## config.mk

```make
export PLATFORM = sky130hd
export DESIGN_NAME = bellek_sinayici_flat
export DESIGN_NICKNAME = d
export VERILOG_FILES = /design/src/rtl/bellek_sinayici_if.sv /design/src/rtl/bellek_sinayici.sv /design/src/flat_wrapper.sv
export SDC_FILE = /design/constraint.sdc
export NUM_CORES = 1
export LEC_CHECK = 0
export CORE_UTILIZATION = 50
export DETAILED_ROUTE_END_ITERATION = 12
export GPL_TIMING_DRIVEN = 1
export HOLD_SLACK_MARGIN = 0.1
export PLACE_DENSITY_LB_ADDON = 0.1
export SLEW_MARGIN = 5
export SYNTH_ARGS = -nofsm -noshare
export SYNTH_HDL_FRONTEND = slang
export SYNTH_SLANG_ARGS = --single-unit
```

## constraint.sdc

```tcl
create_clock -name clk_i -period 7 [get_ports clk_i]
set_input_delay 1.05 -clock clk_i [delete_from_list [all_inputs] [get_ports clk_i]]
set_output_delay 1.05 -clock clk_i [all_outputs]
set_load 0.005 [all_outputs]
```

## src/rtl/bellek_sinayici_if.sv

```systemverilog
// Request/response bus between the memory-test engine (master) and the memory
// or cache under test (slave). Both directions use a valid/ready handshake.
interface bellek_sinayici_if #(
    parameter int unsigned ADDR_W = 32,
    parameter int unsigned DATA_W = 32
);
    logic [ADDR_W-1:0] istek_adres;
    logic [DATA_W-1:0] istek_veri;
    logic              istek_gecerli;
    logic              istek_yaz;
    logic              istek_hazir;
    logic [DATA_W-1:0] cevap_veri;
    logic              cevap_gecerli;
    logic              cevap_hazir;

    modport master (
        output istek_adres, istek_veri, istek_gecerli, istek_yaz, cevap_hazir,
        input  istek_hazir, cevap_veri, cevap_gecerli
    );

    modport slave (
        input  istek_adres, istek_veri, istek_gecerli, istek_yaz, cevap_hazir,
        output istek_hazir, cevap_veri, cevap_gecerli
    );
endinterface

```

## src/rtl/bellek_sinayici.sv

```systemverilog
// bellek_sinayici: memory-test engine. Writes data(i) = (PATTERN_BASE + i) & DATA_MASK
// to TEST_LEN addresses spaced STRIDE apart, then reads each address back and
// compares, counting mismatches and latching the first failing address.
// Optional watchdog: define BELLEK_SINAYICI_ZAMANASIMI_EN to add zamanasimi_o and
// end the test in BITTI after TIMEOUT cycles without a handshake.
//
// state     | meaning
// BOSTA     | idle after reset, waiting for basla_i
// YAZ       | streaming writes, a new one on every accepted request
// OKU_ISTEK | presenting a read request
// OKU_BEKLE | waiting for the single outstanding read response
// BITTI     | results held; basla_i restarts the test
module bellek_sinayici #(
    parameter int unsigned ADDR_W       = 32,
    parameter int unsigned DATA_W       = 32,
    parameter int unsigned TEST_LEN     = 16384,
    parameter int unsigned STRIDE       = 1,
    parameter logic [31:0] PATTERN_BASE = 32'hABCD_0000,
    parameter logic [31:0] DATA_MASK    = 32'hFFFF_FFFC,
    parameter int unsigned TIMEOUT      = 1024
) (
    input  logic              clk_i,
    input  logic              rst_i,
    input  logic              basla_i,
    bellek_sinayici_if.master bus,
    output logic              bitti_o,
    output logic              basarili_o,
    output logic [31:0]       hata_sayisi_o,
    output logic [ADDR_W-1:0] ilk_hata_adres_o
`ifdef BELLEK_SINAYICI_ZAMANASIMI_EN
    ,
    output logic              zamanasimi_o
`endif
);
    localparam int unsigned       IDX_W     = $clog2(TEST_LEN) + 1;
    localparam logic [IDX_W-1:0]  SON_IDX   = IDX_W'(TEST_LEN - 1);
    localparam logic [DATA_W-1:0] DESEN_ILK = DATA_W'(PATTERN_BASE);
    localparam logic [DATA_W-1:0] MASKE     = DATA_W'(DATA_MASK);

    typedef enum logic [2:0] {BOSTA, YAZ, OKU_ISTEK, OKU_BEKLE, BITTI} durum_t;

    durum_t            durum_q;
    logic [IDX_W-1:0]  idx_q;
    logic [ADDR_W-1:0] adres_q, adres_d;
    logic [DATA_W-1:0] desen_q, desen_d;
    logic [DATA_W-1:0] veri_q;
    logic              gecerli_q, yaz_q, cevap_hazir_q;
    logic              bitti_q, basarili_q;
    logic [31:0]       hata_q, hata_d;
    logic [ADDR_W-1:0] ilk_q;
    logic              hata_var_q;
    logic              uyusmaz;
    logic              son_idx;
    logic              basla_kabul;

    // Address and pattern advance incrementally, so no multiplier is needed for i*STRIDE.
    always_comb begin
        adres_d = adres_q + ADDR_W'(STRIDE);
        desen_d = desen_q + DATA_W'(1);
        hata_d  = (hata_q == 32'hFFFF_FFFF) ? hata_q : hata_q + 32'd1;
        uyusmaz = (bus.cevap_veri != (desen_q & MASKE));
    end

    assign son_idx     = (idx_q == SON_IDX);
    assign basla_kabul = basla_i && (durum_q == BOSTA || durum_q == BITTI);

`ifdef BELLEK_SINAYICI_ZAMANASIMI_EN
    localparam int unsigned     WD_W   = (TIMEOUT > 1) ? $clog2(TIMEOUT) : 1;
    localparam logic [WD_W-1:0] WD_YUK = WD_W'(TIMEOUT - 1);

    logic [WD_W-1:0] wd_q;
    logic            zaman_q;
    logic            el_sikisma;

    assign el_sikisma = ((durum_q == YAZ || durum_q == OKU_ISTEK) && bus.istek_hazir) ||
                        (durum_q == OKU_BEKLE && bus.cevap_gecerli);
    assign zamanasimi_o = zaman_q;
`endif

    // Test sequencer: all bus-facing and result outputs are registered here.
    always_ff @(posedge clk_i or posedge rst_i) begin
        if (rst_i) begin
            durum_q       <= BOSTA;
            idx_q         <= '0;
            adres_q       <= '0;
            desen_q       <= '0;
            veri_q        <= '0;
            gecerli_q     <= 1'b0;
            yaz_q         <= 1'b0;
            cevap_hazir_q <= 1'b0;
            bitti_q       <= 1'b0;
            basarili_q    <= 1'b0;
            hata_q        <= '0;
            ilk_q         <= '0;
            hata_var_q    <= 1'b0;
`ifdef BELLEK_SINAYICI_ZAMANASIMI_EN
            wd_q          <= '0;
            zaman_q       <= 1'b0;
`endif
        end else begin
            case (durum_q)
                BOSTA, BITTI: begin
                    if (basla_i) begin
                        durum_q       <= YAZ;
                        idx_q         <= '0;
                        adres_q       <= '0;
                        desen_q       <= DESEN_ILK;
                        veri_q        <= DESEN_ILK & MASKE;
                        gecerli_q     <= 1'b1;
                        yaz_q         <= 1'b1;
                        cevap_hazir_q <= 1'b0;
                        bitti_q       <= 1'b0;
                        basarili_q    <= 1'b0;
                        hata_q        <= '0;
                        ilk_q         <= '0;
                        hata_var_q    <= 1'b0;
                    end
                end
                YAZ: begin
                    if (bus.istek_hazir) begin
                        if (son_idx) begin
                            durum_q <= OKU_ISTEK;
                            idx_q   <= '0;
                            adres_q <= '0;
                            desen_q <= DESEN_ILK;
                            veri_q  <= '0;
                            yaz_q   <= 1'b0;
                        end else begin
                            idx_q   <= idx_q + IDX_W'(1);
                            adres_q <= adres_d;
                            desen_q <= desen_d;
                            veri_q  <= desen_d & MASKE;
                        end
                    end
                end
                OKU_ISTEK: begin
                    if (bus.istek_hazir) begin
                        durum_q       <= OKU_BEKLE;
                        gecerli_q     <= 1'b0;
                        cevap_hazir_q <= 1'b1;
                    end
                end
                OKU_BEKLE: begin
                    if (bus.cevap_gecerli) begin
                        cevap_hazir_q <= 1'b0;
                        if (uyusmaz) begin
                            hata_q <= hata_d;
                            if (!hata_var_q) begin
                                hata_var_q <= 1'b1;
                                ilk_q      <= adres_q;
                            end
                        end
                        if (son_idx) begin
                            durum_q    <= BITTI;
                            bitti_q    <= 1'b1;
                            basarili_q <= (hata_q == 32'd0) && !uyusmaz;
                        end else begin
                            durum_q   <= OKU_ISTEK;
                            gecerli_q <= 1'b1;
                            idx_q     <= idx_q + IDX_W'(1);
                            adres_q   <= adres_d;
                            desen_q   <= desen_d;
                        end
                    end
                end
                default: durum_q <= BOSTA;
            endcase
`ifdef BELLEK_SINAYICI_ZAMANASIMI_EN
            // Watchdog down-counter: reloaded on every handshake, expiry overrides the step above.
            if (durum_q == YAZ || durum_q == OKU_ISTEK || durum_q == OKU_BEKLE) begin
                if (el_sikisma) begin
                    wd_q <= WD_YUK;
                end else if (wd_q == '0) begin
                    durum_q       <= BITTI;
                    bitti_q       <= 1'b1;
                    basarili_q    <= 1'b0;
                    zaman_q       <= 1'b1;
                    gecerli_q     <= 1'b0;
                    yaz_q         <= 1'b0;
                    veri_q        <= '0;
                    cevap_hazir_q <= 1'b0;
                end else begin
                    wd_q <= wd_q - WD_W'(1);
                end
            end else if (basla_kabul) begin
                wd_q    <= WD_YUK;
                zaman_q <= 1'b0;
            end
`endif
        end
    end

    assign bus.istek_adres   = adres_q;
    assign bus.istek_veri    = veri_q;
    assign bus.istek_gecerli = gecerli_q;
    assign bus.istek_yaz     = yaz_q;
    assign bus.cevap_hazir   = cevap_hazir_q;
    assign bitti_o           = bitti_q;
    assign basarili_o        = basarili_q;
    assign hata_sayisi_o     = hata_q;
    assign ilk_hata_adres_o  = ilk_q;
endmodule

```

## src/flat_wrapper.sv

```systemverilog
// flat-port wrapper written by rule: the top's interface ports become plain ports
module bellek_sinayici_flat 
#(
    parameter int unsigned ADDR_W       = 32,
    parameter int unsigned DATA_W       = 32,
    parameter int unsigned TEST_LEN     = 16384,
    parameter int unsigned STRIDE       = 1,
    parameter logic [31:0] PATTERN_BASE = 32'hABCD_0000,
    parameter logic [31:0] DATA_MASK    = 32'hFFFF_FFFC,
    parameter int unsigned TIMEOUT      = 1024
)
  (clk_i, rst_i, basla_i, bitti_o, basarili_o, hata_sayisi_o, ilk_hata_adres_o, bus_istek_adres, bus_istek_veri, bus_istek_gecerli, bus_istek_yaz, bus_cevap_hazir, bus_istek_hazir, bus_cevap_veri, bus_cevap_gecerli);
  bellek_sinayici_if #(.ADDR_W(ADDR_W), .DATA_W(DATA_W)) bus_i ();
  input  logic clk_i;
  input  logic rst_i;
  input  logic basla_i;
  output logic bitti_o;
  output logic basarili_o;
  output logic [31:0] hata_sayisi_o;
  output logic [ADDR_W-1:0] ilk_hata_adres_o;
  output wire logic [$bits(bus_i.istek_adres)-1:0] bus_istek_adres;
  output wire logic [$bits(bus_i.istek_veri)-1:0] bus_istek_veri;
  output wire logic [$bits(bus_i.istek_gecerli)-1:0] bus_istek_gecerli;
  output wire logic [$bits(bus_i.istek_yaz)-1:0] bus_istek_yaz;
  output wire logic [$bits(bus_i.cevap_hazir)-1:0] bus_cevap_hazir;
  input wire logic [$bits(bus_i.istek_hazir)-1:0] bus_istek_hazir;
  input wire logic [$bits(bus_i.cevap_veri)-1:0] bus_cevap_veri;
  input wire logic [$bits(bus_i.cevap_gecerli)-1:0] bus_cevap_gecerli;
  assign bus_istek_adres = bus_i.istek_adres;
  assign bus_istek_veri = bus_i.istek_veri;
  assign bus_istek_gecerli = bus_i.istek_gecerli;
  assign bus_istek_yaz = bus_i.istek_yaz;
  assign bus_cevap_hazir = bus_i.cevap_hazir;
  assign bus_i.istek_hazir = bus_istek_hazir;
  assign bus_i.cevap_veri = bus_cevap_veri;
  assign bus_i.cevap_gecerli = bus_cevap_gecerli;
  bellek_sinayici #(.ADDR_W(ADDR_W), .DATA_W(DATA_W), .TEST_LEN(TEST_LEN), .STRIDE(STRIDE), .PATTERN_BASE(PATTERN_BASE), .DATA_MASK(DATA_MASK), .TIMEOUT(TIMEOUT)) u_core (.clk_i(clk_i), .rst_i(rst_i), .basla_i(basla_i), .bus(bus_i), .bitti_o(bitti_o), .basarili_o(basarili_o), .hata_sayisi_o(hata_sayisi_o), .ilk_hata_adres_o(ilk_hata_adres_o));
endmodule
```

* Yosys cells after proc, flatten, opt, wreduce, memory -nomap -nowiden
Index checks and enable logic that the tools add are counted.
** Word-level totals
- Output and inout bits :: 133
- Input port bits :: 37
- Word-level logic and storage cells :: 110
- Flip-flop bits (word level) :: 184
** Cells by class
- $add $sub $neg :: 4
- Multiplexer cells :: 57
- Eq/ne operators :: 17
- Reductions and logical operators :: 19
** Operator list (count)
- $mux 32 :: 18
- $pmux 32 s2 :: 3
- $pmux 32 s3 :: 2
- $add 32x1->32 const B :: 3
- $mux 15 :: 5
- $pmux 15 s3 :: 1
- $eq 32x32->1 const B :: 1
- $logic_not 32->1 :: 1
- $ne 32x32->1 :: 1
- $reduce_and 5->1 :: 5
- $mux 3 :: 6
- $reduce_and 4->1 :: 4
- $add 15x1->15 const B :: 1
- $eq 15x14->1 const B :: 1
- $mux 1 :: 15
- $ne 2x2->1 const B :: 7
- $pmux 3 s4 :: 1
- $pmux 1 s2 :: 4
- $eq 3x2->1 const B :: 2
- $ne 2x1->1 const B :: 3
- $pmux 1 s3 :: 2
- $reduce_bool 3->1 :: 2
- $reduce_bool 2->1 :: 2
- $eq 3x1->1 const B :: 1
- other kinds (6) :: 6

* Logic depth before layout (Yosys ltp)
Gate-level depths: netlist of run 1.
- Depth after elaboration :: 6
- Gate-level depth with buffers :: 9
- Depth with buffers taken out :: 7

* Least setup slack after synthesis of run 1
No wires, ideal clock.
- Path type :: input to register
- From :: in bus_cevap_veri[20]
- To :: reg u_core.hata_var_q
- Stages :: 8
- Required time :: 6.881 ns
- Buffers on the path :: 2
- Data arrival time :: 2.485 ns
- Setup time :: 0.119 ns
- Setup slack :: 4.396 ns
- Path through :: xor2_1 nor4_1 nand4_1 nor4_4 buf_4 buf_6 nor2_1 o21a_1
** On the way
- Cells in the longest elaborated chain, start to end :: 3
** Ends and longest elaborated chain
- start: declaration :: RTL line flat_wrapper.sv:27 : input wire logic [$bits(bus_i.cevap_veri)-1:0] bus_cevap_veri;
- $ne 32x32->1 :: RTL line bellek_sinayici.sv:61 : uyusmaz = (bus.cevap_veri != (desen_q & MASKE));
- $ne 2x1->1 (no line)
- $reduce_and 4->1 (no line)
- end signal: assignment :: RTL line bellek_sinayici.sv:95 : hata_var_q <= 1'b0;
- end signal: assignment :: RTL line bellek_sinayici.sv:116 : hata_var_q <= 1'b0;
- end signal: assignment :: RTL line bellek_sinayici.sv:149 : hata_var_q <= 1'b1;
- end: declaration :: RTL line bellek_sinayici.sv:51 : logic hata_var_q;
Every way passes these cells.
A chain may end at the register's enable or synchronous reset.

* Final worst setup path of run 1
- From :: reg u_core.durum_q[1]
- To :: reg u_core.hata_q[31], in the netlist u_core.hata_sayisi_o[31]
** On the way
- Cells in the longest elaborated chain, start to end :: 4
- Elaborated cells between the ends (all ways) :: 11
- Classes of those cells :: 6 x eq/ne; 1 x mux; 4 x reduce/logical
** Ends and longest elaborated chain
- start: declaration :: RTL line bellek_sinayici.sv:42 : durum_t durum_q;
- start signal: assignment :: RTL line bellek_sinayici.sv:83 : durum_q <= BOSTA;
- start signal: assignment :: RTL line bellek_sinayici.sv:104 : durum_q <= YAZ;
- start signal: assignment :: RTL line bellek_sinayici.sv:122 : durum_q <= OKU_ISTEK;
- $eq 3x3->1 / $logic_not 3->1 (equally long branches)
- $reduce_or 2->1 :: RTL line bellek_sinayici.sv:101 : case (durum_q)
- $ne 2x2->1 (no line) / $reduce_bool 2->1 (equally long branches)
- $reduce_and 5->1 (no line)
- end signal: assignment :: RTL line bellek_sinayici.sv:147 : hata_q <= hata_d;
- end: declaration :: RTL line bellek_sinayici.sv:49 : logic [31:0] hata_q, hata_d;
Several ways; a longest one is shown, not always the timed one.

==> results of run 1 <==
registers in the layout (all words and copies together) (netlist names), 3 cells and up:
register,count
u_core.idx_q,15
u_core.hata_sayisi_o,32
u_core.ilk_hata_adres_o,32
u_core.bus.istek_adres,32
u_core.durum_q,3
u_core.desen_q,32
u_core.bus.istek_veri,30
per-layer routing:
layer | vias up | global-route usage, %
li1 | 4072 | -
met4 | 0 | 6.51
met5 | - | 0
met3 | 19 | 4.37
met2 | 258 | 40.5
met1 | 4058 | 36.5
worst min-delay path: cells and delay by family, from the launching register on:
kind | cells | cell delay (ns)
flops | 1 | 0.34
simple gates | 2 | 0.11
layout by cell type (no fill, tap or decap), drive strengths merged, types with 32 or more instances in the layout:
master and n:
xor2 52, xnor2 42, mux2i 33, dfrtp 182, nand3 46, nand4 32, a21oi 43, clkdlybuf4s50 167
o21ai 78, nor2 86, nand2 161, o31ai 53
worst paths after layout:
kind                       slack, ns  cells past startpoint                     endpoint
setup / recovery                3.02                      7     u_core.hata_sayisi_o[31]
hold / removal                  0.48                      2            u_core.basarili_o
setup reg to reg                3.02                      7     u_core.hata_sayisi_o[31]
hold reg to reg                 0.48                      2            u_core.basarili_o
max in group asynchronous       4.66                      3            u_core.durum_q[1]
min in group asynchronous       1.21                      2  u_core.ilk_hata_adres_o[28]
power by group:
group	leakage, nW	total (W)	internal (W)	switching [W]
Sequential	2.41	0.00123	0.00113	0.0000931
Combinational	2.12	0.000402	0.000200	0.000202
Clock	0.298	0.00102	0.000587	0.000431
Total	4.83	0.00265	0.00192	0.000725
cell type report:
| cell class | count | area [sq um] |
|---|---|---|
| Fill cell | 1645 | 6850 |
| Multi-Input combinational cell | 804 | 4870 |
| Sequential cell | 182 | 4550 |
| Timing Repair Buffer | 177 | 1750 |
| Clock buffer | 20 | 457 |
| Tap cell | 260 | 325 |
| Clock inverter | 12 | 166 |
| Inverter | 13 | 53.8 |
metrics by stage:
step	hold WS [ns]	std cells	util, %	setup slack [ns]
after floorplan	0.455	1078	-	1.01
after global placement	0.458	1436	60.7	2.73
after detailed placement	0.462	1436	60.7	2.69
after CTS	0.477	1468	64.0	3.09
after global routing	0.505	1468	64.0	2.79
final	0.477	1468	64.0	3.02
cell families after synthesis:
logic type               count (synthesis)  synth area share (%)
XOR/XNOR                                94                  8.35
multiplexers                            34                  3.47
AND/OR/NAND/NOR                        438                  21.8
buffers and inverters                   92                  4.57
AO/OA/AOI/OAI                          231                  14.9
adder cells (fa/ha/maj)                  5                 0.635
other                                    1                0.0381
flip-flops                             182                  46.2
==> reports/qor.txt, run 1 <==
Status - completed
CP Launch Point - u_core.durum_q[1]
RSZ-0062 raised after global routing - false
CTS Buf Count - 17
Critical path's largest stage delay - 0.87 ns
Final wirelength - 24800 um
Total gr overflow - 0
Slew headroom - 30.6%
Most numerous cell in the Yosys netlist - dfrtp_1
Synthesized area - 0.00985 sq mm
Post-DRT Antenna Nets - 0
Wire length on met3 - 1230 um
Area grow syn2layout - 23.5%
Post-CTS Setup Bufs - 0
MaxCap Viol Count - 0
Met2 wire len - 11300 um
Post-place instance area - 0.0115 sq mm
Period utilization - 56.9%
Final hold vios - 0
Slowest-stage cell, CP - or3_1
Worst min path class - reg2reg
Ys async rst share - 100%
Number of synthesized flops with an enable pin - 0
Post-synth top area cell - dfrtp_1
Final instance area - 0.0122 sq mm
Number of DRC markers in iteration 0 - 614
Clk slew on worst S/H paths - 0.06 ns
Core Rows - 50
Die height - 142 um
Setup TNS - 0 ns
Core area - 0.0190 sq mm
DR vias/cell - 5.73
CTS sink cnt - 182
Leakage - 4.83 nW
Worst-Margin Slew - 1.04 ns
Pwr Total - 0.00265 W
Power Density - 217 mW/mm^2
Critical Path RT - 7.27 ns
DIE AREA - 0.0203 sq mm
Starting Density - 51.8%
Peak Freq - 251 MHz
I/O Buffers - 167
Share of layout cells above drive strength 1 - 4.97%
DIE WIDTH - 142 um
Post-synth cell types - 58
Largest net degree at the start of global routing - 105
Sequential area share after synthesis - 46.2%
Overall Global Routing Usage - 25.7%
Residual DRC - 0
Worst Skew - 0.0170 ns
Setup Viol. Count Final - 0
Vias in the first global route - 7941
Post-cts sizing count - 0
# IOs - 170
CP delay by family, top - simple AND/OR/NAND/NOR gates
Hold path startpoint - u_core.basarili_o
Syn avg cell area - 9.15 sq um
Critical Path AT - 4.25 ns
Register bit total from synthesis - 182
# diodes - 0
H-tree levels - 4
Worst setup SP type - flip-flop
Uppermost routed layer - met4
CP bufs+invs - 1
RePlAce Congestion - 0.846
Critical Path End Type - flip-flop
Slew Viols, Final - 0
Dpl hpwl - 16400 um
Top cell type's share of synthesized area - 46.2%
Hold buffer count at CTS - 0
Initial antenna violation count - 0
Worst setup path class - reg2reg
Via count - 8407
DR pass1 iterations - 5
Clock Latency Late Sink - 0.44 ns
Ys flop type - dfrtp_1
Worst ir drop on vdd - 0.190 mV
R2r startpoint - u_core.durum_q[1]
Nets@finish - 1237
Root buffer cell - clkbuf_16
Max Fanout on Critical Path - 40
Yosys warnings - 0
Syn Inst Count - 1077
Avg WL per Cell - 16.9 um
Synth top cells by count - dfrtp_1, nand2_1, nor2_1
Post-layout minimum cycle time - 3.98 ns
First-pass GRT wire length - 41400 um
Maximum clock insertion buffer count - 2
Met1 wire length - 12000 um
Top cells by area, synth - dfrtp_1, nand2_1, xor2_1, o31ai_1, xnor2_1
CP cell instances - nand3b_4 -> nor4_1 -> nand4_1 -> nor4_4 -> buf_4 -> or3_1 -> o31ai_1
CTS tree - built
(Power assumes the default switching activity.)
==> inputs of run 2 (changes only) <==
==> constraint.sdc (replaced) <==
create_clock -name clk_i -period 3.9 [get_ports clk_i]
set_input_delay 0.585 -clock clk_i [delete_from_list [all_inputs] [get_ports clk_i]]
set_output_delay 0.585 -clock clk_i [all_outputs]
set_load 0.005 [all_outputs]
==> run 2 against run 1 <==
Against the previous run: final cell count up 0.34%; die area is the same; setup slack worse by 2.2 ns; hold slack worse by 0.00050 ns; clock power is 74% higher; critical path depth stayed put; clock skew down 0.0049 ns; global-route usage down 0.15 points; critical path type unchanged; largest power group unchanged; highest routed layer unchanged.
==> reports/qor.txt, run 2 (synthesis gave the netlist of run 1 again) <==
MaxCap Viol Count - 0
Dpl hpwl - 16700 um
Hold path startpoint - u_core.bus.istek_yaz
CP cell instances - nand3b_4 -> nor4_1 -> nand4_1 -> nor4_4 -> or3_1 -> buf_4 -> o31ai_1
Commonest non-fill, non-tap cells in the layout - dfrtp_1, clkdlybuf4s50_1, nand2_1
Die height - 142 um
Setup Viol. Count Final - 0
Hold buffer count at CTS - 0
Clock Latency Late Sink - 0.44 ns
Critical Path End Type - flip-flop
Area grow syn2layout - 23.9%
DIE WIDTH - 142 um
Leakage - 4.86 nW
Initial antenna violation count - 0
Largest net degree at the start of global routing - 183
Clk slew on worst S/H paths - 0.07 ns
Starting Density - 51.8%
First-pass GRT wire length - 41000 um
Share of layout cells above drive strength 1 - 5.44%
GR Util met2 - 39.4%
Max Fanout on Critical Path - 27
Status - completed
Power Density - 385 mW/mm^2
Via count - 8458
Pwr Total - 0.00470 W
Met3 GRT Util - 4.88%
Period utilization - 79.4%
H-tree levels - 4
Worst setup SP type - flip-flop
Slew headroom - 29.8%
Critical Path AT - 3.40 ns
Setup TNS - 0 ns
Fill cells - 1649
Post-CTS Setup Bufs - 0
Worst-Margin Slew - 1.05 ns
Post-layout minimum cycle time - 3.10 ns
Core Util, Final - 64.2%
Critical path's largest stage delay - 0.64 ns
# IOs - 170
DR pass1 iterations - 5
WHS - 0.476 ns
CTS sink cnt - 182
CP Launch Point - u_core.durum_q[1]
Multi-input gate area - 0.00487 sq mm
Critical Path RT - 4.21 ns
Vias in the first global route - 7945
Maximum clock insertion buffer count - 2
Total gr overflow - 0
Final hold vios - 0
I/O Buffers - 167
DR vias/cell - 5.74
Post-DRT Antenna Nets - 0
Number of DRC markers in iteration 0 - 597
GRT busiest layer - met2
Setup slack after layout - 0.803 ns
Residual DRC - 0
Hold path depth - 2
Final wirelength - 24900 um
# diodes - 0
Setup WS pre-CTS - 0.688 ns
Worst ir drop on vdd - 0.338 mV
Avg WL per Cell - 16.9 um
Met1 Usage GRT - 36.5%
Worst setup path class - reg2reg
Nets@finish - 1243
Post-cts sizing count - 0
Commonest non-fill, non-tap cell in the layout - dfrtp_1
R2R depth - 7
Sequential Area - 0.00455 sq mm
Core area - 0.0190 sq mm
Slowest-stage cell, CP - dfrtp_1
Worst min path class - reg2reg
CTS tree - built
CTS Buf Count - 17
Peak Freq - 323 MHz
Root buffer cell - clkbuf_16
RSZ-0062 raised after global routing - false
Worst Skew - 0.0120 ns
RePlAce Congestion - 0.874
DIE AREA - 0.0203 sq mm
Overall Global Routing Usage - 25.5%
Slew Viols, Final - 0
R2r startpoint - u_core.durum_q[1]
Core Rows - 50
## run 2: cell types whose count changed in the layout (fill, tap and decap cells not counted), sizes merged
cell / previous run / this run
clkinv: 4 / 3
buf: 10 / 16
inv: 16 / 17
bufinv: 3 / 2
## run 2: area by class of cell
type | count | share of cell area, %
well taps | 260 | 2.67
clock buffers | 20 | 3.82
inverters | 13 | 0.431
clock inverters | 11 | 1.12
flip-flops and latches | 182 | 37.3
repair buffers | 183 | 14.8
multi-input cells | 804 | 39.9
## run 2: final timing paths
path	slack, ns	end
setup / recovery	0.80	u_core.hata_sayisi_o[20]
min in group asynchronous	0.69	u_core.ilk_hata_adres_o[3]
hold reg to reg	0.48	u_core.bus.istek_yaz
hold / removal	0.48	u_core.bus.istek_yaz
max in group asynchronous	2.37	u_core.hata_sayisi_o[28]
setup reg to reg	0.80	u_core.hata_sayisi_o[20]
## run 2: report_power, final
group | internal [W] | switching [W]
clock | 0.00101 | 0.000767
sequential | 0.00203 | 0.000166
combinational | 0.000362 | 0.000364
total | 0.00340 | 0.00130
## run 2: worst max-delay path, delay by kind of cell (launching register included)
| family | cells | cell delay (ns) |
|---|---|---|
| simple gates | 5 | 1.87 |
| flops | 1 | 0.64 |
| compound gates | 1 | 0.13 |
| buf+inv | 1 | 0.32 |
## run 2: metal layers
metal,vias up,wire length [um]
met2,246,11200
li1,4088,-
met4,0,279
met3,24,1360
met5,-,0
met1,4100,12000
## run 2: per-stage QoR
stage,cells,cell area [sq um]
after global routing,1473,12200
after floorplan,1078,9860
after global placement,1442,11600
after detailed placement,1442,11600
after CTS,1473,12200
final,1473,12200
